==> src/rtl/add_sum_accumulator.sv <==
// Batch accumulator behind the 4-bit adder: sums COUNT incoming beats, then
// holds the batch total and its overflow flag on a valid/ready output port.
module add_sum_accumulator #(
    parameter int SUM_W = 5,
    parameter int ACC_W = 12,
    parameter int COUNT = 8
) (
    input  logic             clk,
    input  logic             rst,
    input  logic             clear,
    input  logic             in_valid,
    output logic             in_ready,
    input  logic [SUM_W-1:0] in_sum,
    output logic             out_valid,
    input  logic             out_ready,
    output logic [ACC_W-1:0] out_total,
    output logic             out_ovf
);

    localparam int CNT_W = (COUNT > 1) ? $clog2(COUNT) : 1;
    localparam logic [CNT_W-1:0] LAST_CNT = CNT_W'(COUNT - 1);

    typedef enum logic {
        ACCUM = 1'b0,
        HOLD  = 1'b1
    } state_t;

    state_t           state;
    logic [ACC_W-1:0] acc;
    logic [CNT_W-1:0] cnt;
    logic             ovf_acc;

    logic [ACC_W:0]   sum_ext;
    logic             accept;
    logic             last_beat;

    // Input is refused while a total waits, while clearing, and during reset.
    assign in_ready  = (state == ACCUM) & ~clear & ~rst;
    assign accept    = in_valid & in_ready;
    assign last_beat = (cnt == LAST_CNT);

    // One extra bit captures the carry out of the running total.
    assign sum_ext = {1'b0, acc} + {{(ACC_W + 1 - SUM_W){1'b0}}, in_sum};

    // NOTE: non-blocking assignments keep every register update based on
    // pre-edge values; reset is sampled synchronously, so rst is not in the list.
    always_ff @(posedge clk) begin
        if (rst) begin
            state     <= ACCUM;
            acc       <= '0;
            cnt       <= '0;
            ovf_acc   <= 1'b0;
            out_valid <= 1'b0;
            out_total <= '0;
            out_ovf   <= 1'b0;
        end else begin
            case (state)
                ACCUM: begin
                    if (clear) begin
                        acc     <= '0;
                        cnt     <= '0;
                        ovf_acc <= 1'b0;
                    end else if (accept) begin
                        if (last_beat) begin
                            out_total <= sum_ext[ACC_W-1:0];
                            out_ovf   <= ovf_acc | sum_ext[ACC_W];
                            out_valid <= 1'b1;
                            acc       <= '0;
                            cnt       <= '0;
                            ovf_acc   <= 1'b0;
                            state     <= HOLD;
                        end else begin
                            acc     <= sum_ext[ACC_W-1:0];
                            ovf_acc <= ovf_acc | sum_ext[ACC_W];
                            cnt     <= cnt + 1'b1;
                        end
                    end
                end
                HOLD: begin
                    // out_valid is always set in HOLD, so out_ready alone completes the handshake.
                    if (out_ready) begin
                        out_valid <= 1'b0;
                        state     <= ACCUM;
                    end
                end
                default: state <= ACCUM;
            endcase
        end
    end

endmodule

==> config.mk <==
export PLATFORM = sky130hd
export DESIGN_NAME = add_sum_accumulator
export DESIGN_NICKNAME = d
export VERILOG_FILES = /design/src/rtl/add_sum_accumulator.sv
export SDC_FILE = /design/constraint.sdc
export NUM_CORES = 1
export LEC_CHECK = 0
export ABC_AREA = 1
export CAP_MARGIN = 20
export CORE_ASPECT_RATIO = 1.25
export CORE_MARGIN = 2
export CORE_UTILIZATION = 35
export CTS_CLUSTER_DIAMETER = 150
export CTS_CLUSTER_SIZE = 14
export DETAILED_ROUTE_END_ITERATION = 16
export PLACE_DENSITY = 0.66
export SYNTH_ARGS = -nofsm -noshare
export SYNTH_HDL_FRONTEND = slang
export SYNTH_SLANG_ARGS = --single-unit
export TNS_END_PERCENT = 50
==> constraint.sdc <==
create_clock -name clk -period 2.08 [get_ports clk]
set_clock_uncertainty 0.15 [all_clocks]
set_input_delay 0.312 -clock clk [delete_from_list [all_inputs] [get_ports clk]]
set_output_delay 0.312 -clock clk [all_outputs]
set_load 0.02 [all_outputs]
==> impl_metrics.py <==
metrics = {
    "outcome": {
        "run_status": "finished clean",
    },
    "yosys": {
        "synth_seq_cells": 31,
        "synthesis.area_per_instance_um2": 6.959,
        "synthDistinctLibCells": 26,
        "number_of_synthesized_flops_with_an_enable_pin": 0,
        "netlist.top_cell.by_area": "dfxtp_1",
        "synth_largest_type_area_fraction": 0.3655,
        "netlist_instances": 244,
        "netlist_top_cells_area": "dfxtp_1 (37%), nand2_1 (16%), nand3_1 (7.4%)",
        "asyncSetResetFlopFracSynth": 0,
        "synth-seq-area-share": 0.3655,
        "synth_warnings": 0,
        "synth_ff_type": "dfxtp_1",
        "mappedNetlistNets": 262,
        "syn_area_um2": 1698,
    },
    "clock_tree": {
        "cts_max_level": 2,
        "cts.hold.buffers_added": 0,
        "ctsResizeCount": 0,
        "clk_pin_slew_ns": 0.07,
        "postCtsSetupBuffers": 0,
        "tritoncts_num_sinks": 31,
        "tritoncts.num_buffers": 5,
        "clk_path_buf_depth": 2,
        "worst_skew_pair.late_latency_ns": 0.28,
        "cts_tree": "built",
        "root_buffer": "clkbuf_8",
    },
    "drt": {
        "met3RoutedLength_um": 86,
        "route.detailed.drc": 0,
        "met2_wirelength_mm": 2.010,
        "detail_route.iter0.violations": 63,
        "wl_per_cell_um": 11.40,
        "detail_route.first_pass.iterations": 4,
        "totalWireLength_mm": 3.886,
        "uppermost_signal_routing_layer_after_detailed_routing": "met4",
        "route.layer.met1.wl_mm": 1.708,
        "vias_per_cell": 4.798,
        "via_total_after_detailed_routing": 1636,
        "drt.antenna.violating_nets": 0,
    },
    "setup_path": {
        "critical_path.startpoint_type": "primary input",
        "worst-endpoint-arrival_ns": 1.99,
        "worst_path_largest_cell_delay_ns": 0.41,
        "cp-end-kind": "flip-flop",
        "timing.critical_path.slowest_stage_cell": "clkdlybuf4s50_1",
        "timing.critical_path.max_delay_family": "adder cells",
        "worst-path-max-fanout": 3,
        "crit_path_frequent_cell": "nand2_1",
        "timing.setup.critical_path_class": "primary input to flip-flop",
        "ordered_list_of_cells_on_the_worst_path": "clkdlybuf4s50_1 -> ha_2 -> fa_1 -> nand2_1 -> nand3_2 -> nand3_2 -> nand2_1 -> a21oi_2 -> nand2_1 -> nand2_1 -> inv_1",
        "worst-endpoint-required_ns": 2.12,
        "critPathBufInv": 2,
    },
    "timing": {
        "tightest_slew_ns": 0.4970,
        "finalCriticalPeriod_ns": 1.957,
        "achievable-frequency_mhz": 510.9,
        "final_max_slew_viol_count": 0,
        "slew_headroom": 0.6683,
        "final-setup-viol-count": 0,
        "layout_worst_path_cycle_share": 0.9410,
        "timing_hold_violations_final": 0,
        "setup_total_negative_slack_ns": 0,
    },
    "power": {
        "power.density_cell_area_nw_per_um2": 568.1,
        "ir_drop_uv": 439.2,
        "totalPowerFinal_mw": 1.240,
        "leakagePower_nw": 0.9875,
    },
    "floorplan": {
        "rows": 28,
        "floorplan.die_area_um2": 5428,
        "core_area_um2": 4695,
        "floorplan.initialDensity": 0.3617,
        "chipHeight_um": 81.87,
        "design.portCount": 25,
        "die_w_um": 66.30,
    },
    "grt": {
        "grt.overflow.total": 0,
        "global_route.usage.total": 0.1603,
        "first_global_vias": 1555,
        "grt_pass1_wl_mm": 6.624,
        "grt_max_degree": 18,
        "antenna_found_initial": 0,
    },
    "placed_design": {
        "placed_cells_incl_taps": 333,
        "place.gp.congestion": 0.8833,
        "dpl.hpwl_mm": 2.844,
        "placement.io_buffers": 24,
    },
    "layout": {
        "n_fill_cell": 492,
        "area_growth_pct": 28.52,
        "antenna_cells": 0,
        "final_nets": 298,
        "final_cells": 341,
        "post_route_cells_drive_above_1_share": 0.1103,
    },
    "worst_hold_path": {
        "timing.hold.worst.class": "flip-flop to flip-flop",
    },
    "job": {
        "drv_cap": 0,
    },
}
## cells by family after synthesis
kind of cell | count (synthesis) | share of synthesized area
and+or+nand+nor | 127 | 0.3309
AOI/OAI and AO/OA | 41 | 0.1349
buffers and inverters | 35 | 0.09506
DFF | 31 | 0.3655
adders and majority gates | 8 | 0.06337
xor gates and xnor gates | 2 | 0.01032
## per-layer routing
metal  track usage  up-vias
met3       0.03014        7
met1        0.1738      752
met4       0.07347        0
met2        0.2970       21
met5             0        -
li1              -      856
## tightest hold or removal path: stages (launching register included)
cell and delay (ns):
dfxtp_1 0.31, nand2_1 0.06, a21oi_1 0.05
## layout make-up
type	instances	area, um^2	share of cell area
clock inverter	1	7.507	0.003440
inverter	28	105.1	0.04817
tap	60	75.07	0.03440
clock buffer	7	96.34	0.04415
timing repair buffer	36	345.3	0.1583
multi-input combinational	178	932.1	0.4272
sequential	31	620.6	0.2844
## cells in the final DEF, fill, tap and decap left out
cell             instances
nand3_2                  2
o21a_1                   6
a21oi_1                 20
clkdlybuf4s50_1         23
nor3_4                   1
a21oi_2                  1
clkbuf_8                 7
nor3_1                   1
dfxtp_1                 31
or2_2                    1
buf_12                   1
nand2_4                  1
buf_4                   11
nor2_1                  17
a21o_1                   2
nor2_4                   2
fa_1                     1
o21ai_0                  9
ha_1                     6
nand3b_1                 2
o21ai_2                  1
clkinvlp_4               1
inv_1                   27
nand2_1                 74
ha_2                     1
o21ai_1                  2
xor2_1                   2
nand3_1                 23
inv_2                    1
dlymetal6s2s_1           1
nand2b_1                 1
nand4_1                  2
## power by group
| part | switching, mW | internal (mW) |
|---|---|---|
| clock | 0.233 | 0.301 |
| combinational | 0.0605 | 0.0461 |
| sequential | 0.00265 | 0.597 |
| total | 0.296 | 0.944 |
## flip-flops by register name (all words and copies together) (netlist names)
name / count
acc: 12
out_total: 12
cnt: 3
out_ovf: 1
out_valid: 1
ovf_acc: 1
state: 1
## synthesized netlist by cell type, types with 2 or more instances
cell,n
a21o_1,2
a21oi_1,21
buf_4,2
buf_6,3
clkbuf_1,2
dfxtp_1,31
ha_1,7
inv_1,27
nand2_1,74
nand3_1,25
nand3b_1,2
nand4_1,2
nor2_1,17
nor2_4,2
o21a_1,6
o21ai_0,9
o21ai_1,2
xor2_1,2
## through the flow
| step | utilization | cell area (um^2) | hold slack [ns] | setup slack [ns] |
|---|---|---|---|---|
| 2_1_floorplan | - | 1698 | 0.2790 | 0.2607 |
| 3_3_place_gp | 0.4387 | 2059 | 0.2997 | -0.1950 |
| 3_5_place_dp | 0.4387 | 2059 | 0.3098 | -0.2451 |
| 4_1_cts | 0.4608 | 2163 | 0.3191 | 0.01292 |
| 5_1_grt | 0.4648 | 2182 | 0.3366 | -0.003192 |
| 6_report | 0.4648 | 2182 | 0.3183 | 0.1227 |
## path summary, 6_finish.rpt
| kind | end | start | depth (start not counted) | slack (ns) |
|---|---|---|---|---|
| worst max-delay path | out_ovf$_SDFFE_PP0P_ | in_sum[0] | 11 | 0.12 |
| worst min register to register | acc[2]$_SDFFE_PP0P_ | acc[2]$_SDFFE_PP0P_ | 2 | 0.32 |
| worst min-delay path | acc[2]$_SDFFE_PP0P_ | acc[2]$_SDFFE_PP0P_ | 2 | 0.32 |
| worst max register to register | out_ovf$_SDFFE_PP0P_ | acc[0]$_SDFFE_PP0P_ | 10 | 0.26 |
Note: power is estimated with default switching activity, not from simulation.
